### config.mk
export PLATFORM = sky130hd
export DESIGN_NAME = axi4_full_rd
export DESIGN_NICKNAME = d
export VERILOG_FILES = /design/src/rtl/axi4_full_rd_pkg.sv /design/src/rtl/axi4_full_rd.sv
export SDC_FILE = /design/constraint.sdc
export NUM_CORES = 1
export LEC_CHECK = 0
export CORE_ASPECT_RATIO = 2
export CORE_MARGIN = 4
export CORE_UTILIZATION = 40
export DETAILED_ROUTE_END_ITERATION = 16
export GPL_TIMING_DRIVEN = 1
export PLACE_DENSITY = 0.86
export SYNTH_ARGS = -nofsm -noshare
export SYNTH_HDL_FRONTEND = slang
export SYNTH_SLANG_ARGS = --single-unit
### constraint.sdc
create_clock -name m_aclk -period 3.2 [get_ports m_aclk]
set_clock_uncertainty 0.1 [all_clocks]
set_input_delay 0.64 -clock m_aclk [delete_from_list [all_inputs] [get_ports m_aclk]]
set_output_delay 0.64 -clock m_aclk [all_outputs]
set_load 0.05 [all_outputs]
### src/rtl/axi4_full_rd_pkg.sv
// Shared AXI4 encodings used by the read master: burst types, response codes and beat size.
`timescale 1ns/1ps
package axi4_full_rd_pkg;

   localparam logic [1:0] AXI_BURST_FIXED = 2'b00;
   localparam logic [1:0] AXI_BURST_INCR  = 2'b01;

   localparam logic [1:0] AXI_RESP_OKAY   = 2'b00;
   localparam logic [1:0] AXI_RESP_EXOKAY = 2'b01;
   localparam logic [1:0] AXI_RESP_SLVERR = 2'b10;
   localparam logic [1:0] AXI_RESP_DECERR = 2'b11;

   localparam logic [2:0] AXI_SIZE_4B     = 3'b010;

endpackage

### src/rtl/axi4_full_rd.sv
// AXI4-Full read master: takes one INCR burst request at a time, issues AR, streams R beats
// to the user and reports the first error response plus any rlast/beat-count disagreement.
`timescale 1ns/1ps
module axi4_full_rd
   import axi4_full_rd_pkg::*;
#(
   parameter logic [3:0] AXI_ID = 4'h0
) (
   input  logic        m_aclk,
   input  logic        m_arst,
   // user request
   input  logic [31:0] rd_addr,
   input  logic [7:0]  rd_len,
   input  logic        rd_valid,
   output logic        rd_ready,
   // user beat stream
   output logic [31:0] rd_data,
   output logic        rd_data_valid,
   output logic        rd_data_last,
   input  logic        rd_data_ready,
   // completion
   output logic        rd_done,
   output logic [1:0]  rd_resp,
   output logic        rd_len_err,
   // AR channel
   output logic [3:0]  m_axi_arid,
   output logic [31:0] m_axi_araddr,
   output logic [7:0]  m_axi_arlen,
   output logic [2:0]  m_axi_arsize,
   output logic [1:0]  m_axi_arburst,
   output logic        m_axi_arlock,
   output logic [3:0]  m_axi_arcache,
   output logic [2:0]  m_axi_arprot,
   output logic [3:0]  m_axi_arqos,
   output logic        m_axi_arvalid,
   input  logic        m_axi_arready,
   // R channel
   input  logic [3:0]  m_axi_rid,
   input  logic [31:0] m_axi_rdata,
   input  logic [1:0]  m_axi_rresp,
   input  logic        m_axi_rlast,
   input  logic        m_axi_rvalid,
   output logic        m_axi_rready,
   // debug
   output logic [3:0]  dbg_state
);

   // Handshake rule on every channel: a transfer happens on a rising edge where valid and
   // ready are both high; the valid side holds its payload stable until that edge.

   typedef enum logic [3:0] {
      ST_IDLE    = 4'b0001,
      ST_RD_ADDR = 4'b0010,
      ST_RD_DATA = 4'b0100,
      ST_RD_DONE = 4'b1000
   } rd_state_t;

   rd_state_t   state;
   logic [29:0] addr_q;
   logic [7:0]  len_q;
   logic [7:0]  beat_cnt;
   logic [1:0]  resp_q;
   logic        len_err_q;

   logic        beat;
   logic        last_beat;
   logic        unused_ok;

   // rid is deliberately not checked and the byte offset bits are dropped.
   assign unused_ok = ^{m_axi_rid, rd_addr[1:0]};

   assign beat      = (state == ST_RD_DATA) && m_axi_rvalid && rd_data_ready;
   assign last_beat = (beat_cnt == len_q);

   always_ff @(posedge m_aclk) begin
      if (m_arst) begin
         state     <= ST_IDLE;
         addr_q    <= '0;
         len_q     <= '0;
         beat_cnt  <= '0;
         resp_q    <= AXI_RESP_OKAY;
         len_err_q <= 1'b0;
      end else begin
         case (state)
            ST_IDLE: begin
               if (rd_valid) begin
                  addr_q    <= rd_addr[31:2];
                  len_q     <= rd_len;
                  beat_cnt  <= '0;
                  resp_q    <= AXI_RESP_OKAY;
                  len_err_q <= 1'b0;
                  state     <= ST_RD_ADDR;
               end
            end
            ST_RD_ADDR: begin
               if (m_axi_arready) state <= ST_RD_DATA;
            end
            ST_RD_DATA: begin
               if (beat) begin
                  beat_cnt <= beat_cnt + 8'd1;
                  // only the first non-OKAY response of the burst is kept
                  if (m_axi_rresp != AXI_RESP_OKAY && resp_q == AXI_RESP_OKAY)
                     resp_q <= m_axi_rresp;
                  // whichever comes first, slave rlast or our own count, ends the burst
                  if (m_axi_rlast || last_beat) begin
                     len_err_q <= (m_axi_rlast != last_beat);
                     state     <= ST_RD_DONE;
                  end
               end
            end
            ST_RD_DONE: state <= ST_IDLE;
            default:    state <= ST_IDLE;
         endcase
      end
   end

   assign rd_ready      = (state == ST_IDLE);
   assign rd_done       = (state == ST_RD_DONE);
   assign rd_resp       = resp_q;
   assign rd_len_err    = len_err_q;

   assign rd_data       = m_axi_rdata;
   assign rd_data_valid = (state == ST_RD_DATA) && m_axi_rvalid;
   assign rd_data_last  = rd_data_valid && last_beat;
   assign m_axi_rready  = (state == ST_RD_DATA) && rd_data_ready;

   assign m_axi_arvalid = (state == ST_RD_ADDR);
   assign m_axi_araddr  = (state == ST_RD_ADDR) ? {addr_q, 2'b00} : 32'h0;
   assign m_axi_arlen   = (state == ST_RD_ADDR) ? len_q : 8'h0;
   assign m_axi_arid    = AXI_ID;
   assign m_axi_arsize  = AXI_SIZE_4B;
   assign m_axi_arburst = AXI_BURST_INCR;
   assign m_axi_arlock  = 1'b0;
   assign m_axi_arcache = 4'b0000;
   assign m_axi_arprot  = 3'b000;
   assign m_axi_arqos   = 4'b0000;

   assign dbg_state     = state;

endmodule

==> results of run 1 <==
## final timing paths
path | start | cells after the start | endpoint | slack (ps)
setup reg to reg | dbg_state[0] | 6 | dbg_state[0] | 810
setup / recovery | dbg_state[0] | 3 | m_axi_arvalid | 410
hold / removal | addr_q[15] | 2 | addr_q[15] | 370
hold reg to reg | addr_q[15] | 2 | addr_q[15] | 370
## tightest hold or removal path, stage by stage, from the launching register on
cell and delay (ps):
sky130_fd_sc_hd__dfxtp_1 300, sky130_fd_sc_hd__o21ai_0 60, sky130_fd_sc_hd__a21oi_1 60
## metal layers
layer	wire length, microns	track usage
met1	2742	0.1593
met2	4319	0.3187
met3	551	0.03446
met4	405	0.1162
met5	0	0
## stage by stage
step	power, mW	cell area, sq um	hold WS, ps
6_report	1.553	4003	370.4
5_1_grt	1.622	4003	385.1
4_1_cts	1.568	3980	370.6
3_5_place_dp	1.041	3837	362.4
3_3_place_gp	1.032	3837	355.8
2_1_floorplan	1.057	3079	348.9
## cell type report
type	count	share of cell area
repair buffers	104	0.2988
flip-flops and latches	53	0.2651
well taps	92	0.02876
inverters	4	0.003751
multi-input cells	260	0.3679
clock buffers	7	0.03564
## synthesized netlist by cell type
cell type                  number  area share
sky130_fd_sc_hd__a21o_1         2      0.0050
sky130_fd_sc_hd__buf_4         55        0.14
sky130_fd_sc_hd__nand2_1        3      0.0038
sky130_fd_sc_hd__or4_1          2      0.0050
sky130_fd_sc_hd__nor2b_1        3      0.0063
sky130_fd_sc_hd__nor4_1         3      0.0063
sky130_fd_sc_hd__o31ai_1        3      0.0075
sky130_fd_sc_hd__and4_1         1      0.0029
sky130_fd_sc_hd__clkbuf_1      25       0.031
sky130_fd_sc_hd__nand3b_1       1      0.0025
sky130_fd_sc_hd__a221oi_1       1      0.0029
sky130_fd_sc_hd__nor4_2         1      0.0042
sky130_fd_sc_hd__nor3b_1        1      0.0025
sky130_fd_sc_hd__o22ai_1        1      0.0021
sky130_fd_sc_hd__nand4b_1       3      0.0088
sky130_fd_sc_hd__inv_1          4      0.0050
sky130_fd_sc_hd__dfxtp_1       53        0.35
sky130_fd_sc_hd__nand4_1        2      0.0042
sky130_fd_sc_hd__nand2b_1       2      0.0042
sky130_fd_sc_hd__conb_1         2      0.0025
sky130_fd_sc_hd__or3_1          2      0.0042
sky130_fd_sc_hd__nor2_1         7      0.0088
sky130_fd_sc_hd__and2_1        41       0.085
sky130_fd_sc_hd__or4b_1         2      0.0067
sky130_fd_sc_hd__o21ai_0       49       0.082
sky130_fd_sc_hd__xor2_1         8       0.023
sky130_fd_sc_hd__buf_2          6       0.010
sky130_fd_sc_hd__nand3_1       42       0.070
sky130_fd_sc_hd__ha_1           2      0.0083
sky130_fd_sc_hd__a31o_2         1      0.0029
sky130_fd_sc_hd__a21oi_1       46       0.077
sky130_fd_sc_hd__nor4b_1        3      0.0088
sky130_fd_sc_hd__mux2i_1        4       0.013
sky130_fd_sc_hd__nor3_1         1      0.0017
## registers in the layout (all words and copies together) (netlist names)
register and cells:
beat_cnt 8, rd_len_err 1, addr_q 30, dbg_state 4, len_q 8, rd_resp 2
## cells in the final DEF (no fill, tap or decap), drive strengths merged
cell / netlist / layout
clkbuf: 25 / 7
o31ai: 3 / 3
dlymetal6s2s: 0 / 9
a31o: 1 / 1
nand2: 3 / 3
nand3b: 1 / 1
o21ai: 49 / 49
nor3: 1 / 1
mux2i: 4 / 4
or4b: 2 / 2
nor2: 7 / 7
nor3b: 1 / 1
o22ai: 1 / 1
nand3: 42 / 42
nand4b: 3 / 3
xor2: 8 / 8
buf: 61 / 41
conb: 2 / 23
and2: 41 / 41
clkdlybuf4s50: 0 / 54
and4: 1 / 1
a21oi: 46 / 46
or3: 2 / 2
nor2b: 3 / 3
inv: 4 / 4
a221oi: 1 / 1
nor4b: 3 / 3
ha: 2 / 2
nand4: 2 / 2
nor4: 4 / 4
nand2b: 2 / 2
or4: 2 / 2
dfxtp: 53 / 53
a21o: 2 / 2
## report_power, final
part | internal, mW | switching (mW)
Clock | 0.307 | 0.220
Combinational | 0.112 | 0.200
Sequential | 0.694 | 0.0203
Total | 1.11 | 0.440
## cell families after synthesis
family                     share of synthesized area
and+or+nand+nor                               0.2360
DFF                                           0.3536
other                                       0.002503
buffers and inverters                         0.1839
adders and majority gates                   0.008339
AOI/OAI and AO/OA                             0.1789
xor gates and xnor gates                     0.02335
muxes                                        0.01334
## repair_timing
item	in CTS	in global routing
hold buffers	0	0
setup endpoints to repair	0	9
gates resized for setup	0	9
==> results.md, run 1 <==
* Run status: finished clean
* Count of maximum capacitance violations at 0
* Number of vias per cell after detailed routing at 5.292
* Share of cells above drive strength 1 at 0.1168
* Data arrival time of the critical path at 2050 ps
* Worst Slack Setup Final at 409.7 ps
* Number of flip-flops and latches in the synthesized netlist at 53
* Total via count after detailed routing at 2752
* Class of the tightest hold or removal check: reg2reg
* Gate Count Post-Synth at 382
* # placed instances at approximately 510
* Critical Path RT at between 2000 and 2500 ps
* Largest vdd supply drop at around 0.4 mV
* Max stage delay on crit path at 820 ps
* Net total in the final layout at 515
* Number of buffers inserted during clock tree synthesis at 5
* Measured slew at the worst slew-check pin at 1196 ps
* Highest achievable clock rate at between 0.3 and 0.4 GHz
* Number of nets still failing antenna checks after routing at 0
* Clock sink count at between 50 and 60
* Average cell area after synthesis at 7.854 sq um
* Critical Path Fanout Max at 8
* Number of cell rows at 44
* Summed instance area of the synthesized netlist at 3000 sq um
* Detailed placer's ending HPWL at 5867 microns
* Final Hold Vio Count at 0
* Post-place setup slack at 420.5 ps
* # H-tree levels at 2
* Violation count after the first detailed-route iteration at 141
* Antenna cells at 0
* Average wire per standard cell at 15.42 microns
* Vert. Die Dim at 130.5 microns
* Horizontal die dimension at 69.24 microns
* Synth warn at 0
* Area used by multi-input combinational logic at 1473 sq um
* Clock latency of the later-clocked register in the worst-skew pair at approximately 290 ps
* Area taken by flip-flops and latches at 1061 sq um
* Leakage component of the power at 1.702 nW
* RSZ-0062 raised after global routing: false
* Clock Tree Root: sky130_fd_sc_hd__clkbuf_16
* Gp weighted congestion at 0.7985
* Layout Area Growth over Synthesis at 33.40%
* Slowest stage cell on the critical path: sky130_fd_sc_hd__clkdlybuf4s50_1
* Period minus WS final at about 2800 ps
* First-pass GRT wire length at 12250 microns
* # DRC at 0
* Initial Utilization at 0.4129
* Setup-violating endpoint count in the final report at 0
* Sort of element at the start of the critical path: flop
* Core area at 7267 sq um
* Setup tns final at 0 ps
* Combined buffer and inverter count along the critical path at 2
* I/O Pins at 191
* Antenna violations before repair at 0
* Distinct cells, synth at 34
* Via count of the first global-routing pass at 2601
* Number of buffers on the longest clock path at 2
* Headroom to the max-slew limit at 0.2016
* GRT overflow at 0
* Total global routing track utilization at 0.1679
* Utilization after layout at 0.5508
* Pin count of the biggest net entering global routing at 49
* CTS clk-pin slew, worst paths at 70 ps
* Post-layout instance count excluding filler cells at 520
* Final routed wirelength across all metal layers at 8018 microns
* CTS tree: yes
* Die Outline Area at between 9000 and 10000 sq um
* Critical path class: reg2out
* Family with the most delay on the worst path: buffers and inverters
* Postcts setup bufs at 0
* Fill cells at 678
* Part of the cycle the worst path needs at 0.8720
* IO buf count at 97
* Number of max-slew violations in the final report at 0
* Endpoint type of the worst setup path: primary output
* Post-synthesis sequential area ratio at 0.3536
* Ratio of total power to cell area at 388.1 nW/um^2
* TritonRoute pass-1 iters at 4
* Cells traversed along the worst timing path: nor4b_2 -> buf_4 -> clkdlybuf4s50_1
No activity file was read; power rests on OpenSTA's default activity.
==> run 2, diff against run 1 <==
--- a/config.mk
+++ b/config.mk
@@ -7,10 +7,11 @@
 export LEC_CHECK = 0
 export CORE_ASPECT_RATIO = 2
 export CORE_MARGIN = 4
-export CORE_UTILIZATION = 40
+export CORE_UTILIZATION = 37
 export DETAILED_ROUTE_END_ITERATION = 16
 export GPL_TIMING_DRIVEN = 1
-export PLACE_DENSITY = 0.86
+export PLACE_DENSITY_LB_ADDON = 0.2
+export REMOVE_ABC_BUFFERS = 1
 export SYNTH_ARGS = -nofsm -noshare
 export SYNTH_HDL_FRONTEND = slang
 export SYNTH_SLANG_ARGS = --single-unit
==> constraint.sdc (replaced) <==
create_clock -name m_aclk -period 3.15 [get_ports m_aclk]
set_clock_uncertainty 0.1 [all_clocks]
set_input_delay 0.63 -clock m_aclk [delete_from_list [all_inputs] [get_ports m_aclk]]
set_output_delay 0.63 -clock m_aclk [all_outputs]
set_load 0.05 [all_outputs]
==> results.md, run 2 (synthesis gave the netlist of run 1 again) <==
* Run status: finished clean
* # H-tree levels at 2
* Horizontal die dimension at 71.68 microns
* Highest-utilization routing layer at the global route stage: met2
* Most frequent standard cell in the layout excluding fill and tap cells: sky130_fd_sc_hd__clkdlybuf4s50_1
* Clock Tree Root: sky130_fd_sc_hd__clkbuf_16
* Net total in the final layout at 515
* Sort of element at the start of the critical path: flop
* Number of buffers inserted during clock tree synthesis at 5
* Number of vias per cell after detailed routing at roughly 5.3
* Dpl cell area at between 3000 and 4000 sq um
* First-pass GRT wire length at 14330 microns
* Worst R2R Setup Slack at 1000 ps
* Post-route design area at 3839 sq um
* M3 GR Usage at 0.08990
* Via count of the first global-routing pass at 2656
* Critical path class: reg2out
* Class of the tightest hold or removal check: reg2reg
* Slowest stage cell on the critical path: sky130_fd_sc_hd__clkdlybuf4s50_1
* Cells traversed along the worst timing path: nor4b_2 -> buf_12 -> and2_1 -> clkdlybuf4s50_1
* Violation count after the first detailed-route iteration at between 150 and 200
* Postcts setup bufs at 0
* Final Hold Vio Count at 0
* Setup tns final at 0 ps
* Family with the most delay on the worst path: buffers and inverters
* Number of max-slew violations in the final report at 0
* Logic depth of the worst register-to-register path at 5
* Leakage component of the power at 1.432 nW
* WHS Endpoint: addr_q[5]
* Hold Path Cell Cnt at 2
* Capture point of the worst reg-to-reg path: dbg_state[0]
* Met1 track demand over resource in global routing at 0.2149
* Max stage delay on crit path at 810 ps
* Headroom to the max-slew limit at 0.4171
* Layout Area Growth over Synthesis at 27.94%
* Total of hold buffers inserted after clock tree synthesis at 0
* CTS tree: yes
* Endpoint type of the worst setup path: primary output
* Largest vdd supply drop at 0.3676 mV
* Number of cell rows at 46
* Post-place setup slack at 419.2 ps
* Share of cells above drive strength 1 at 0.05594
* Largest registers: addr_q: 30 flops, beat_cnt: 8 flops, len_q: 8 flops
* Launch instance of the worst register-to-register path: dbg_state[0]
* Total via count after detailed routing at 2758
* Total global routing track utilization at 0.1911
* Period minus WS final at slightly above 3000 ps
* Initial Utilization at 0.3778
* Setup-violating endpoint count in the final report at 0
* Count of maximum capacitance violations at 0
* TritonRoute pass-1 iters at 4
* Core area at 7943 sq um
* Part of the cycle the worst path needs at 0.9680
* # DRC at 0
* Die Outline Area at 9701 sq um
* Combined buffer and inverter count along the critical path at 2
* Largest register by flop count: addr_q
* CTS clk-pin slew, worst paths at about 60 ps
* Met2 demand-to-capacity share in global routing at 0.3099
* RSZ-0062 raised after global routing: false
* I/O Pins at between 150 and 200
* Largest register FFs at 30
* Highest achievable clock rate at 0.3280 GHz
* Critical Path Fanout Max at 41
* Gp weighted congestion at 0.7752
* Antenna violations before repair at 0
* Worst Slack Setup Final at 100.8 ps
* IO buf count at 97
* Clock sink count at 53
* Post-CTS sizing at 0
* Clock latency of the later-clocked register in the worst-skew pair at 290 ps
* Post-layout instance count excluding filler cells at 525
* Measured slew at the worst slew-check pin at 873.4 ps
* Average wire per standard cell at between 15 and 20 microns
* Number of buffers on the longest clock path at 2
* # placed instances at 517
* Pin count of the biggest net entering global routing at 48
* Min-Delay Startpoint: addr_q[5]
* Critical Path RT at 2420 ps
* GRT overflow at 0
* Antenna cells at 0
* Data arrival time of the critical path at 2320 ps
* Final routed wirelength across all metal layers at 9525 microns
* Vert. Die Dim at 135.4 microns
* Ratio of total power to cell area at 411.6 nW/um^2
* Number of nets still failing antenna checks after routing at 0
* Leading cell types in the layout, fill and taps excluded: sky130_fd_sc_hd__clkdlybuf4s50_1 (88), sky130_fd_sc_hd__dfxtp_1 (53), sky130_fd_sc_hd__o21ai_0 (49)
* Detailed placer's ending HPWL at 6868 microns
==> run 2: cell count changes in the layout (fill, tap and decap cells not counted) <==
cell and change:
sky130_fd_sc_hd__clkdlybuf4s50_1 +34, sky130_fd_sc_hd__buf_4 -10, sky130_fd_sc_hd__buf_12 -16, sky130_fd_sc_hd__clkbuf_8 -1, sky130_fd_sc_hd__clkbuf_1 +2, sky130_fd_sc_hd__dlymetal6s2s_1 -9
sky130_fd_sc_hd__buf_2 +1
==> run 2: metrics by stage <==
stage	power (mW)	utilization	hold WS, ps
detailed placement	1.059	0.4661	361.5
CTS	1.601	0.4833	371.2
global route	1.659	0.4833	388.5
global placement	1.055	0.4661	355.5
finish	1.580	0.4833	367.8
floorplan	0.9153	-	342.6
==> run 2: tightest hold or removal path, stage by stage, from the launching register on <==
cell and delay [ps]:
sky130_fd_sc_hd__dfxtp_1 300, sky130_fd_sc_hd__o21ai_0 60, sky130_fd_sc_hd__a21oi_1 60
==> run 2: how the worst max path moves through the flow <==
stage	depth (start not counted)	endpoint	start	slack, ps
final	4	m_axi_araddr[25]	dbg_state[1]	100
after global routing	4	m_axi_arlen[0]	dbg_state[1]	5
after CTS	4	m_axi_araddr[25]	dbg_state[1]	80
after detailed placement	4	m_axi_araddr[2]	dbg_state[1]	420
after global placement	4	m_axi_arlen[0]	dbg_state[1]	440
after floorplan	2	m_axi_araddr[10]	dbg_state[1]	-2580
==> run 2: layer usage <==
| layer | share of wire | up-vias |
|---|---|---|
| li1 | - | 1333 |
| met1 | 0.39 | 1282 |
| met2 | 0.49 | 133 |
| met3 | 0.11 | 10 |
| met4 | 0.016 | 0 |
| met5 | 0 | - |
==> run 2: where the power goes <==
group	internal, mW	total, mW	switching, mW
sequential	0.704	0.723	0.0185
combinational	0.112	0.320	0.208
clock	0.297	0.537	0.240
total	1.11	1.58	0.467
==> run 2: cell type report <==
cell class              count  area [sq um]
multi-input cells         260          1473
well taps                  96         120.1
flip-flops and latches     53          1061
inverters                   4         15.01
repair buffers            104          1033
clock buffers               8         136.4
fillers                   809          4104
==> patch 1 (flow settings as in run 2) <==
Make the reset (`m_arst`) asynchronous in one clocked block.
--- a/src/rtl/axi4_full_rd.sv
+++ b/src/rtl/axi4_full_rd.sv
@@ -74,3 +74,3 @@
 
-   always_ff @(posedge m_aclk) begin
+   always_ff @(posedge m_aclk or posedge m_arst) begin
       if (m_arst) begin
Formal check against the unedited RTL: differs if m_arst is asserted again (counterexample within 4 cycles, from zero or initial values and one cycle with m_arst high); with m_arst held inactive, the same outputs for 10 cycles.
==> patch 1 against run 2 <==
  * Worst setup slack improved by 380 ps
  * Register-to-register slack got worse by 120 ps
  * Worst hold slack gained 35 ps
  * Sequential cell count unchanged
  * Cell area grew 16%
  * Via count fell by 21%
  * Synthesized area increased by 7.3%
  * Sequential share of layout area grew 2.2 points
  * First-iteration DRC count down 54%
  * Wire length fell by 12%
Power is not compared: it rests on default switching activity, and its combinational part moved more than twofold at a synthesized area within 25%.
==> patch 1: results (changes against run 2) <==
[setup_path]
arrival_ps=1940  ; -380 ps
reg2reg_from=dbg_state[0]
slowest_delay_ps=860  ; +50 ps
crit_start=dbg_state[1]
crit_family=buffers and inverters
rr_worst_depth=4  ; -1
crit_slowest_cell=clkdlybuf4s50_1
reg2reg_slack_ps=880  ; -120 ps
worstSetupEndpoint=rd_done
critical_path.max_fanout=8  ; -80%
r2r_end=addr_q[18]

[power_and_ir_drop]
switching_share_pct=37.31
ir_worst_vdd_uv=458.7

[cts]
cts_setup_buffers=0  ; unchanged
cts_root_buffer=clkbuf_16
clockBufferDepth=2  ; unchanged
clk_latency_ps=290  ; about the same

[logic_synthesis]
synthTopCellsByArea=dfrtp_1, mux2_4, buf_4
synth_cell_types=46  ; +35%
netlist_top_cells_count=buf_4, dfrtp_1, and2_1, mux2_4, xor2_1
synth_cells=276  ; -28%
ys_async_sr_fraction_pct=100.0  ; +100 points
yosysTopAreaCell=dfrtp_1
yosysSeqAreaShare_pct=41.24  ; +5.9 points

[global_route]
antenna_found_initial=0  ; unchanged
grt_pass1_wl_mm=12.81  ; -11%
track_usage_pct=16.43  ; -2.7 points
grt_max_degree=43  ; -10%
grt_pass1_vias=2269  ; -15%

[cells_and_area]
fillers=741  ; -8.4%
final_nets=427  ; -17%
layout-drive-gt1-share_pct=29.62  ; +24 points

[place]
port_buffers=97  ; unchanged
place_congestion=0.8599  ; +11%
dp_slack_ps=723.6  ; +304.5 ps
dpl.hpwl_mm=6.598  ; -3.9%
placed_cell_area_um2=4303  ; +16%

[timing]
tightestPinTransition_ps=710.9  ; -162.5 ps
min_period_ps=2665  ; -383.8 ps

[drt]
drt_iter0_markers=78  ; -54%
drt-vias-per-instance=4.948  ; -5.8%
finalWirelength_mm=8.401  ; -12%
vias=2172  ; -21%

[status]
status=finished, final reports clean

patch 1: area by class of cell:
class / count / share of cell area [%]
tap: 98 / 2.761
timing repair buffer: 102 / 31.27
clock buffer: 6 / 2.901
inverter: 6 / 0.6197
clock inverter: 2 / 0.2254
sequential: 53 / 29.89
multi-input combinational: 172 / 32.34
patch 1: worst min path at each step:
stage | startpoint | end | slack (ps) | cells after the start
floorplan | addr_q[7] | addr_q[7] | 370 | 1
global placement | addr_q[8] | addr_q[8] | 380 | 1
detailed placement | addr_q[1] | addr_q[1] | 380 | 1
CTS | addr_q[22] | addr_q[22] | 410 | 1
global route | addr_q[24] | addr_q[24] | 420 | 1
finish | addr_q[22] | addr_q[22] | 400 | 1
patch 1: cell families after synthesis:
| logic type | Yosys count | share of synthesized area (%) |
|---|---|---|
| and+or+nand+nor | 75 | 15.27 |
| AOI/OAI and AO/OA | 24 | 5.364 |
| xor gates and xnor gates | 8 | 2.177 |
| DFF | 53 | 41.24 |
| adders and majority gates | 2 | 0.7772 |
| other | 2 | 0.2333 |
| muxes | 40 | 18.15 |
| buffers and inverters | 72 | 16.79 |
patch 1: worst reg2reg max path: cells and delay by family (launching register included):
kind / cells / cell delay (ps)
buffers and inverters: 1 / 140
flip-flops: 1 / 600
multiplexers: 1 / 460
AND/OR/NAND/NOR: 2 / 870
patch 1: per-stage QoR:
step                power (mW)  hold WS, ps
finish                   3.509        402.6
detailed placement       3.016        383.7
CTS                      3.566        406.1
global placement         2.988        379.6
global route             3.692        415.9
floorplan                2.322        370.6
patch 1: per-layer routing:
metal  track usage, %  vias to the layer above  share of wire [%]
met1            17.49                     1036                 34
met3            8.393                       12                 14
met5            3.704                        -               0.32
li1                 -                      996                  -
met2            26.59                      126                 50
met4            6.495                        2                1.9
==> patch 2 (settings of run 2) <==
Without the edit above. Put one more register stage on the output `dbg_state`. The value now appears one clock later. The other outputs are not delayed to match.
--- a/src/rtl/axi4_full_rd.sv
+++ b/src/rtl/axi4_full_rd.sv
@@ -137,3 +137,5 @@
 
-   assign dbg_state     = state;
+   always_ff @(posedge m_aclk) begin
+      dbg_state <= state;
+   end
 
Formal check against the unedited RTL: not equivalent (a bounded check fails within 4 cycles, from zero or initial values and one cycle with m_arst high).
==> patch 2 against run 2 <==
  * Final cell count increased by 1.3%
  * Global-route usage grew 0.60 points
  * Register-to-register slack worse by 70 ps
  * Critical endpoint is now m_axi_arvalid
  * Worst hold slack worse by 61 ps
  * Maximum frequency is 2.6% higher
  * Sequential cell count increased by 4
  * Worst setup slack better by 78 ps
  * Critical path type unchanged
  * Total power rose by 24%
  * Wire length is 2.2% higher
  * Synthesized area is 1.0% higher
  * Cell area up 4.5%
==> patch 2: results (changes against run 2) <==
[power_and_ir_drop]
ir_worst_vdd_uv=361.6  ; -1.6%
power_leakage_nw=1.775  ; +24%

[cts]
cts-htree-levels=3  ; +1
clockBufferDepth=2  ; unchanged
cts.clk_slew.worst_paths_ps=50
cts_buffers=9  ; +4
clk_latency_ps=320  ; +30 ps
cts_setup_buffers=0  ; unchanged
cts_root_buffer=clkbuf_16

[setup_path]
slowest_delay_ps=860  ; +50 ps
critical_path.max_fanout=33  ; -20%
arrival_ps=2240  ; -80 ps
crit_slowest_cell=clkdlybuf4s50_1

[place]
placed_cell_area_um2=3709  ; +0.17%
dp_slack_ps=378.4  ; -40.75 ps
dpl.hpwl_mm=7.149  ; +4.1%
place_congestion=0.7999  ; +3.2%
port_buffers=97  ; unchanged

[logic_synthesis]
synthTopCellsByArea=dfxtp_1, buf_4, and2_1
avgSynthCellArea_um2=7.999  ; +1.8%
synth_cell_types=35  ; +2.9%
yosysWarnings=0  ; unchanged
yosysSeqAreaShare_pct=37.64  ; +2.3 points
syn_area_um2=3032  ; +1.0%
ys_async_sr_fraction_pct=0  ; unchanged
netlist_top_cells_count=dfxtp_1, buf_4, o21ai_0, a21oi_1, nand3_1

[global_route]
grtUsageMet3_pct=12.07  ; +3.1 points
track_usage_pct=19.70  ; +0.60 points
met1_usage_pct=21.56  ; +0.068 points
grt_pass1_vias=2612  ; -1.7%
gr-usage-met2_pct=30.53  ; -0.46 points
antenna_found_initial=0  ; unchanged
grt_max_degree=48  ; unchanged
grt_pass1_wl_mm=14.62  ; +2.0%

[worst_hold_path]
hp-class=flop to flop

[drt]
drt_iter0_markers=177  ; +4.7%
dr.pass1.iters=4  ; unchanged
vias=2760  ; +0.073%
finalWirelength_mm=9.731  ; +2.2%
drt-vias-per-instance=5.188  ; -1.2%

[cells_and_area]
layout-drive-gt1-share_pct=11.01  ; +5.4 points
num_antenna_cells=0  ; unchanged
top_regs=addr_q x30, beat_cnt x8, len_q x8
fillers=767  ; -5.2%
final_nets=519  ; +0.78%

[status]
status=finished, final reports clean

[timing]
maxSlewHeadroom_pct=61.26  ; +20 points

-- patch 2: path summary, 6_finish.rpt --
check	from	depth (start not counted)	end	slack [ps]
setup / recovery	state[3]	3	m_axi_arvalid	180
hold / removal	state[1]	0	dbg_state[1]	310
setup reg to reg	state[3]	5	rd_resp[0]	930
hold reg to reg	state[1]	0	dbg_state[1]	310
-- patch 2: layout make-up --
type / count / share of cell area (%)
Tap cell: 96 / 2.995
Inverter: 6 / 0.5616
Clock buffer: 10 / 5.959
Sequential cell: 57 / 28.46
Timing Repair Buffer: 105 / 25.65
Multi-Input combinational cell: 253 / 35.57
Clock inverter: 5 / 0.8112
-- patch 2: worst max-delay path, delay by kind of cell (launching register included) --
family | cells | cell delay (ps)
flops | 1 | 350
simple gates | 1 | 350
buf+inv | 2 | 1200
-- patch 2: layer usage --
| metal | part of all wire [%] | routed length, um | up-vias |
|---|---|---|---|
| met3 | 14 | 1342 | 11 |
| met1 | 36 | 3487 | 1260 |
| li1 | - | - | 1337 |
| met5 | 0.25 | 24 | - |
| met4 | 1.6 | 160 | 2 |
| met2 | 48 | 4716 | 150 |
-- patch 2: where the power goes --
part           internal [mW]  switching (mW)
Clock                  0.544           0.327
Combinational          0.109           0.205
Sequential             0.759          0.0184
-- patch 2: cells by family (layout without fill, tap and decap cells) --
group	after synthesis	in the layout	synth area share (%)
AO/OA/AOI/OAI	102	102	17.91
AND/OR/NAND/NOR	115	115	21.96
other	2	23	0.2477
flip-flops	57	57	37.64
multiplexers	3	3	0.9905
XOR/XNOR	8	8	2.311
buffers and inverters	90	126	18.12
adder cells (fa/ha/maj)	2	2	0.8253
-- patch 2: repair_timing --
action / in CTS / in global routing
hold buffers: 0 / 0
setup endpoints to repair: 0 / 12
gates resized for setup: 0 / 12
-- patch 2: through the flow --
stage | setup TNS [ps] | utilization (%)
6_report | 0 | 50.49
4_1_cts | 0 | 50.11
5_1_grt | 0 | 50.49
2_1_floorplan | -92920 | -
3_3_place_gp | 0 | 46.69
3_5_place_dp | 0 | 46.69
